--- src/rtl/flappy_bird_physics.sv ---
// Flappy-bird game logic: IDLE/PLAY/DEAD state machine, gravity integration,
// flap and collision handling. Visible state changes only on frame_tick or state transitions.
`timescale 1ns/1ps
module flappy_bird_physics #(
    parameter int BIRD_X      = 140,
    parameter int START_Y     = 240,
    parameter int BIRD_H      = 20,
    parameter int GROUND_Y    = 440,
    parameter int GRAVITY     = 1,
    parameter int FLAP_VEL    = -8,
    parameter int MAX_FALL    = 10,
    parameter int DEAD_FRAMES = 60
) (
    input  logic       dclk,
    input  logic       clr_n,
    input  logic       frame_tick,
    input  logic       btn_flap,
    input  logic       pipe_hit,
    output logic [9:0] bird_x,
    output logic [9:0] bird_y,
    output logic [1:0] game_state
);

    localparam logic [1:0] ST_IDLE = 2'b00;
    localparam logic [1:0] ST_PLAY = 2'b01;
    localparam logic [1:0] ST_DEAD = 2'b10;

    localparam logic signed [7:0]  C_GRAV   = 8'(GRAVITY);
    localparam logic signed [7:0]  C_FLAP   = 8'(FLAP_VEL);
    localparam logic signed [7:0]  C_MAXF   = 8'(MAX_FALL);
    localparam logic signed [11:0] C_BIRD_H = 12'(BIRD_H);
    localparam logic signed [11:0] C_GROUND = 12'(GROUND_Y);
    localparam logic [9:0]         C_START  = 10'(START_Y);
    localparam logic [9:0]         C_REST_Y = 10'(GROUND_Y - BIRD_H);
    localparam logic [5:0]         C_DEAD_N = 6'(DEAD_FRAMES);

    logic              sync1, sync2, sync3;
    logic              flap_edge;
    logic              flap_pend, hit_pend;
    logic signed [7:0] vel;
    logic [5:0]        dead_cnt;

    logic [1:0]         st_d;
    logic [9:0]         y_d;
    logic signed [7:0]  vel_d;
    logic [5:0]         cnt_d;
    logic               fp_d, hp_d;
    logic               flap_now, hit_now;
    logic signed [7:0]  vel_inc, vel_grav, vel_n;
    logic signed [11:0] y_n;
    logic               above_top, on_ground;
    logic [9:0]         y_c;
    logic signed [7:0]  v_c;

    assign bird_x    = 10'(BIRD_X);
    assign flap_edge = sync2 & ~sync3;

    // Events arriving in the same cycle as frame_tick count for that tick.
    assign flap_now  = flap_pend | flap_edge;
    assign hit_now   = hit_pend | pipe_hit;

    always_comb begin
        vel_inc   = vel + C_GRAV;
        vel_grav  = (vel_inc > C_MAXF) ? C_MAXF : vel_inc;
        vel_n     = flap_now ? C_FLAP : vel_grav;
        y_n       = $signed({2'b00, bird_y}) + {{4{vel_n[7]}}, vel_n};
        above_top = y_n[11];
        on_ground = !above_top && (y_n + C_BIRD_H >= C_GROUND);
        y_c       = above_top ? 10'd0 : y_n[9:0];
        v_c       = above_top ? 8'sd0 : vel_n;
    end

    always_comb begin
        st_d  = game_state;
        y_d   = bird_y;
        vel_d = vel;
        cnt_d = dead_cnt;
        fp_d  = flap_pend | flap_edge;
        hp_d  = hit_pend | (pipe_hit && game_state == ST_PLAY);
        if (frame_tick) begin
            fp_d = 1'b0;
            hp_d = 1'b0;
        end
        case (game_state)
            ST_IDLE: begin
                y_d   = C_START;
                vel_d = 8'sd0;
                hp_d  = 1'b0;
                if (flap_edge) begin
                    st_d = ST_PLAY;
                    fp_d = 1'b1;
                end
            end
            ST_PLAY: begin
                if (frame_tick) begin
                    if (on_ground) begin
                        y_d   = C_REST_Y;
                        vel_d = 8'sd0;
                        st_d  = ST_DEAD;
                    end else begin
                        y_d   = y_c;
                        vel_d = v_c;
                        if (hit_now) st_d = ST_DEAD;
                    end
                    if (st_d == ST_DEAD) cnt_d = 6'd0;
                end
            end
            ST_DEAD: begin
                hp_d = 1'b0;
                if (frame_tick && dead_cnt < C_DEAD_N) cnt_d = dead_cnt + 6'd1;
                if (flap_edge && dead_cnt == C_DEAD_N) begin
                    st_d  = ST_IDLE;
                    y_d   = C_START;
                    vel_d = 8'sd0;
                    cnt_d = 6'd0;
                    fp_d  = 1'b0;
                end
            end
            default: st_d = ST_IDLE;
        endcase
        if (st_d != game_state && !(game_state == ST_IDLE && st_d == ST_PLAY)) fp_d = 1'b0;
    end

    always_ff @(posedge dclk or negedge clr_n) begin
        if (!clr_n) begin
            sync1      <= 1'b0;
            sync2      <= 1'b0;
            sync3      <= 1'b0;
            bird_y     <= C_START;
            vel        <= 8'sd0;
            game_state <= ST_IDLE;
            flap_pend  <= 1'b0;
            hit_pend   <= 1'b0;
            dead_cnt   <= 6'd0;
        end else begin
            sync1      <= btn_flap;
            sync2      <= sync1;
            sync3      <= sync2;
            bird_y     <= y_d;
            vel        <= vel_d;
            game_state <= st_d;
            flap_pend  <= fp_d;
            hit_pend   <= hp_d;
            dead_cnt   <= cnt_d;
        end
    end

endmodule

--- config.mk ---
export PLATFORM = sky130hd
export DESIGN_NAME = flappy_bird_physics
export DESIGN_NICKNAME = d
export VERILOG_FILES = /design/src/rtl/flappy_bird_physics.sv
export SDC_FILE = /design/constraint.sdc
export NUM_CORES = 1
export LEC_CHECK = 0
export BUFFER_PORTS_ARGS = -buffer_cell sky130_fd_sc_hd__buf_2
export CORE_ASPECT_RATIO = 0.75
export CORE_UTILIZATION = 35
export CTS_BUF_LIST = sky130_fd_sc_hd__clkbuf_8
export CTS_CLUSTER_SIZE = 20
export DETAILED_ROUTE_END_ITERATION = 12
export MAX_ROUTING_LAYER = met4
export PLACE_DENSITY_LB_ADDON = 0.2
export SYNTH_ARGS = -nofsm -noshare
export SYNTH_HDL_FRONTEND = slang
export SYNTH_SLANG_ARGS = --single-unit
--- constraint.sdc ---
create_clock -name dclk -period 6.05 [get_ports dclk]
set_clock_uncertainty 0.15 [all_clocks]
set_input_delay 1.21 -clock dclk [delete_from_list [all_inputs] [get_ports dclk]]
set_output_delay 1.21 -clock dclk [all_outputs]
set_load 0.005 [all_outputs]
# After elaboration in Yosys (flattened, before gate mapping)
# Index checks and enable logic that the tools add are counted.
[op_classes] n_addsub=4 n_reduce_logical=14 order_cmp=3 n_mux=32 eq_ne=10 n_bitwise=5
[op_table] operator="$mux W8" count=6
[op_table] operator="$mux W10" count=4
[op_table] operator="$pmux W10 S3" count=1
[op_table] operator="$mux W6" count=4
[op_table] operator="$pmux W8 S3" count=1
[op_table] operator="$mux W2" count=7
[op_table] operator="$add A11 B8 Y12" count=1
[op_table] operator="$add A12 B6 Y12 const B" count=1
[op_table] operator="$ge A12 B10 Y1 const B" count=1
[op_table] operator="$pmux W6 S2" count=1
[op_table] operator="$add A8 B2 Y8 const B" count=1
[op_table] operator="$gt A8 B5 Y1 const B" count=1
[op_table] operator="$add A6 B1 Y6 const B" count=1
[op_table] operator="$eq A6 B6 Y1 const B" count=1
[op_table] operator="$logic_and A1 B1 Y1" count=6
[op_table] operator="$lt A6 B6 Y1 const B" count=1
[op_table] operator="$mux W1" count=6
[op_table] operator="$pmux W2 S3" count=1
[op_table] operator="$eq A2 B1 Y1 const B" count=2
[op_table] operator="$eq A2 B2 Y1 const B" count=2
[op_table] operator="$ne A2 B2 Y1 const B" count=2
[op_table] operator="$reduce_and A4 Y1" count=1
[op_table] operator="$ne A3 B3 Y1 const B" count=1
[op_table] operator="$or A1 B1 Y1" count=3
[op_table] operator="other kinds (11)" count=12
[totals] ff_bits=31 output_inout_bits=22 inputBits=5

# Depth between registers and ports, before layout
[logic_depth] ltp_word=18 depth_mapped=26

# Worst setup path before layout
# OpenSTA, ideal clock, no wires.
[synth_path] kind="reg-to-reg" start="register vel[0]" end="register dead_cnt[0]" required_time_ps=5775 setup_ps=125 stages_incl_launch_ff=22 synth_period_minus_slack_ps=4858 path_slack_ps=1192 arrival_time_ps=4583 cell_sequence="dfrtp_1 > ha_1 > o21ai_0 > a21oi_1 > o21ai_0 > a211oi_1 > a311oi_1 > a21oi_1 > nand2_1 > nor2_1 > ha_1 > fa_1 > a211oi_2 > nor2_1 > a221o_1 > o32a_1 > a22oi_1 > a22oi_1 > or2_1 > buf_6 > o21a_4 > mux2_4"
[synth_between] elab_chain_cells=14 word_cells_on_any_way=15 classes_between="3 x add/sub; 2 x order compare; 2 x eq/ne; 5 x mux; 3 x reduce/logical"
[synth_lines] item="start, declared" line="40" text="logic signed [7:0] vel;"
[synth_lines] item="start signal, assigned" line="140" text="vel <= vel_d;"
[synth_lines] item="$add A8 B2 Y8 (*)" line="63" text="vel_inc = vel + C_GRAV;"
[synth_lines] item="$gt A8 B5 Y1" line="64" text="vel_grav = (vel_inc > C_MAXF) ? C_MAXF : vel_inc;"
[synth_lines] item="$mux W8 (*)" line="64"
[synth_lines] item="$mux W8 (*)" line="65" text="vel_n = flap_now ? C_FLAP : vel_grav;"
[synth_lines] item="$add A11 B8 Y12 (*)" line="66" text="y_n = $signed({2'b00, bird_y}) + {{4{vel_n[7]}}, vel_n};"
[synth_lines] item="$add A12 B6 Y12" line="68" text="on_ground = !above_top && (y_n + C_BIRD_H >= C_GROUND);"
[synth_lines] item="$ge A12 B10 Y1" line="68"
[synth_lines] item="$logic_and A1 B1 Y1 (*)" line="68"
[synth_lines] item="$mux W2 (*)" line="96" text="if (on_ground) begin"
[synth_lines] item="$mux W2 (*)" line="95" text="if (frame_tick) begin"
[synth_lines] item="$mux W2 (*)" line="84" text="case (game_state)"
[synth_lines] item="$eq A2 B2 Y1 (*)" line="105" text="if (st_d == ST_DEAD) cnt_d = 6'd0;"
[synth_lines] item="$ne A2 B1 Y1 (no line) (*)"
[synth_lines] item="$reduce_and A4 Y1 (no line) (*)"
[synth_lines] item="end signal, assigned" line="144" text="dead_cnt <= cnt_d;"
[synth_lines] item="end, declared" line="41" text="logic [5:0] dead_cnt;"
# Every way passes the cells marked *; elsewhere a longest branch is shown, timed or not. The select of a mux whose other input is x is not followed.
# A chain may end at the register's enable or synchronous reset.

# Final worst setup path
[layout_path] start="register vel[0]" end="register bird_y[9]"
[layout_between] elab_chain_cells=11 word_cells_on_any_way=13 classes_between="3 x add/sub; 2 x order compare; 6 x mux; 2 x reduce/logical"
[layout_lines] item="$add A8 B2 Y8 (*)" line="63"
[layout_lines] item="$gt A8 B5 Y1" line="64"
[layout_lines] item="$mux W8 (*)" line="64"
[layout_lines] item="$mux W8 (*)" line="65"
[layout_lines] item="$add A11 B8 Y12 (*)" line="66"
[layout_lines] item="$add A12 B6 Y12" line="68"
[layout_lines] item="$ge A12 B10 Y1" line="68"
[layout_lines] item="$logic_and A1 B1 Y1" line="68"
[layout_lines] item="$mux W10 (*)" line="96"
[layout_lines] item="$mux W10 (*)" line="95"
[layout_lines] item="$pmux W10 S3 (*)" line="84"
[layout_lines] item="end signal, assigned" line="139" text="bird_y <= y_d;"
[layout_lines] item="end, declared" line="20" text="output logic [9:0] bird_y,"
# Marked as above.

==> flow_summary.toml <==
[timing]
slew_headroom_pct = 35.79
setup_tns_ns = 0
min_period_ns = 5.651
rsz0062_at_grt = "false"
setup_viol = 0
finalCritPeriodShare_pct = 93.41
fmax_mhz = 177.0
maxSlewViolCount = 0
worst_slack_ns = 0.3987
max_slew.worst_pin.slew_ns = 0.9596
finalHoldViolations = 0

[setup_path]
cp_max_fo = 16
cp.arrival_ns = 5.71
slowest_stage = "dfrtp_1"
setup.worst_path.class = "reg2reg"
critPathTopFamily = "compound AO/OA/AOI/OAI gates"
regToRegStartpoint = "vel[0]"
critPathCaptureType = "register"
r2r_setup_slack_ns = 0.40
critPathLaunchType = "register"
critical_path.max_stage_delay_ns = 0.51
path_cells = "ha_1 -> nand3_1 -> or3_1 -> a211oi_1 -> a311oi_1 -> a21oi_1 -> nand2_1 -> a21oi_1 -> ha_1 -> and3_1 -> a221oi_1 -> xor2_1 -> o32a_1 -> a22oi_1 -> a22oi_1 -> or2_2 -> nor2_2 -> a22o_1"
critPathBufInv = 0
reg2regPathDepth = 18
cp_data_required_time_ns = 6.11
rr_endpoint = "bird_y[9]"

[floorplanning]
start_util_pct = 37.27
io_pins = 27
dieArea_um2 = 7836
die_w_um = 101.9
coreArea_um2 = 7027
die_y_um = 76.91
rows = 26

[grt]
grt_pass1_wl_mm = 10.62
grt_pass1_vias = 2072
grt_max_degree = 32
antenna_found_initial = 0
track_usage_pct = 18.06
overflow = 0

[worst_hold_path]
hp-class = "reg2reg"
hold_path_depth = 0
hp-start = "sync1"
hold-path-endpoint = "sync2"

[synth]
seq_area_frac_synth_pct = 29.81
synthSimpleGateAreaFrac_pct = 20.69
yosys-top-cells-area = "dfrtp_1 26%, ha_1 8.6%, dfstp_2 4.0%"
async_reset_ff_share_pct = 100.0
synth_top_area_share_pct = 25.80
synth_common_cells = "27 x dfrtp_1, 21 x nand2_1, 20 x a21oi_1, 20 x nor2_1, 18 x ha_1"
synthAdderAreaFrac_pct = 9.365
synthesis.area_um2 = 2619
synth_compound_area_share_pct = 30.05
ys_seq_elements = 31
synth.avg_cell_area_um2 = 8.643
synthMuxAreaShare_pct = 0.9556
synth_flop_cell = "dfrtp_1"
synth.most_common_cell = "dfrtp_1"
ys_types = 67
synth-edff-count = 0
synth_top_family_by_area = "compound AO/OA/AOI/OAI gates"
syn_inst = 303
yosys.area.top_type = "dfrtp_1"
yosysWarnings = 0
synth-xor-area-share_pct = 2.341

[power]
p_leak_nw = 1.251
internal-power_w = 0.0007075
powerDensity_nw_per_um2 = 501.9
p_clk_share_pct = 11.9
seqPwrFrac_pct = 21.4
irDropWorstVdd_mv = 0.1844
pwr-share-comb_pct = 66.7
switching_power_w = 0.0007124
switching_share_pct = 50.17

[drt]
first_pass_iters = 4
vias_per_cell = 5.566
wire_per_inst_um = 15.59
vias = 2321
drc = 0
wirelength_mm = 6.501
antenna_left = 0
first_iter_violations = 146

[status]
status = "finished clean"

[layout]
final_cell_count_no_fill = 417
diodes = 0
n_fill_cell = 733
layout.nets = 342
area_growth_pct = 8.027
drive_above_1_share_pct = 12.23

[clocking]
cts-buffers-inserted = 5
insertion_delay_ns = 0.29
cts_tree = "done"
clockBufferDepth = 2
root_buffer = "clkbuf_8"
path_clk_slew_ns = 0.07
cts-htree-levels = 2
clkSinkCount = 31

[flow_run]
drv_cap = 0

[placement]
place_hpwl_mm = 5.062
dpl.cell_count = 409
io_buffers = 16
gp_congestion = 0.8912
dp_slack_ns = 0.2962
[kinds of logic after synthesis]
kind of cell    count (synthesis)
mux                             2
other cells                     2
compound gates                106
buf+inv                        31
xor+xnor                        7
simple gates                  105
flops                          31
fa+ha+maj                      19
[metal layers]
| layer | wire length (um) | track usage, % |
|---|---|---|
| met1 | 3559 | 28.38 |
| met2 | 2533 | 23.11 |
| met3 | 364 | 3.555 |
| met4 | 44 | 3.857 |
| met5 | 0 | - |
[cell type report]
type	instances	area, um^2	area share, %
flip-flops and latches	31	780.7	27.60
clock inverters	2	8.758	0.3096
inverters	15	56.30	1.990
repair buffers	16	80.08	2.831
clock buffers	6	82.58	2.919
multi-input cells	249	1698	60.02
well taps	98	122.6	4.334
[per-stage QoR]
stage                     area (um^2)  hold WS (ns)  util (%)  power [W]
final                            2829        0.2080     40.26   0.001420
after global routing             2829        0.2124     40.26   0.001554
after CTS                        2829        0.2089     40.26   0.001416
after detailed placement         2738        0.1943     38.96   0.001242
after global placement           2738        0.1898     38.96   0.001249
after floorplan                  2649        0.1812         -   0.001066
[worst max-delay path by stage]
stage / cells past startpoint / startpoint / end
finish: 18 / vel[0] / bird_y[9]
global route: 20 / vel[0] / game_state[0]
CTS: 20 / vel[0] / game_state[0]
detailed placement: 20 / vel[0] / game_state[0]
global placement: 21 / vel[1] / dead_cnt[0]
floorplan: 21 / vel[0] / dead_cnt[0]
[registers in the layout, indices dropped and copies added (netlist names)]
signal,cells
dead_cnt,6
hit_pend,1
vel,8
sync1,1
flap_pend,1
sync2,1
sync3,1
bird_y,10
game_state,2
[layout by cell type (no fill, tap or decap), types with 3 or more instances in the layout]
cell type  count
a211oi_1       6
or3_1          8
inv_1         16
nand4_1        8
nand3_1        7
a311oi_1       3
ha_1          18
dfstp_2        4
o21ai_0       16
or2_2          3
a22o_1        10
and3_1         6
nand2_1       21
and2_1         4
buf_2         16
a21o_1         7
nand2b_1       8
a21oi_1       20
nor3_1         9
dfrtp_1       27
clkbuf_8       6
a22oi_1        5
conb_1        10
xnor2_1        5
o21a_1         6
nor2_1        20
[power groups by stage]
| stage | clock (W) | sequential [W] | combinational [W] |
|---|---|---|---|
| 2_1_floorplan | 0 | 0.000289 | 0.000776 |
| 3_3_place_gp | 0 | 0.000308 | 0.000941 |
| 3_5_place_dp | 0 | 0.000308 | 0.000934 |
| 4_1_cts | 0.000175 | 0.000304 | 0.000937 |
| 5_1_grt | 0.000186 | 0.000311 | 0.00106 |
| 6_report | 0.000169 | 0.000304 | 0.000947 |
[what timing repair did]
item	4_1_cts	5_1_grt
buffers inserted	0	0
setup endpoints to repair	0	16
gates resized for setup	0	1
hold buffers	0	0
(Power assumes the default switching activity.)
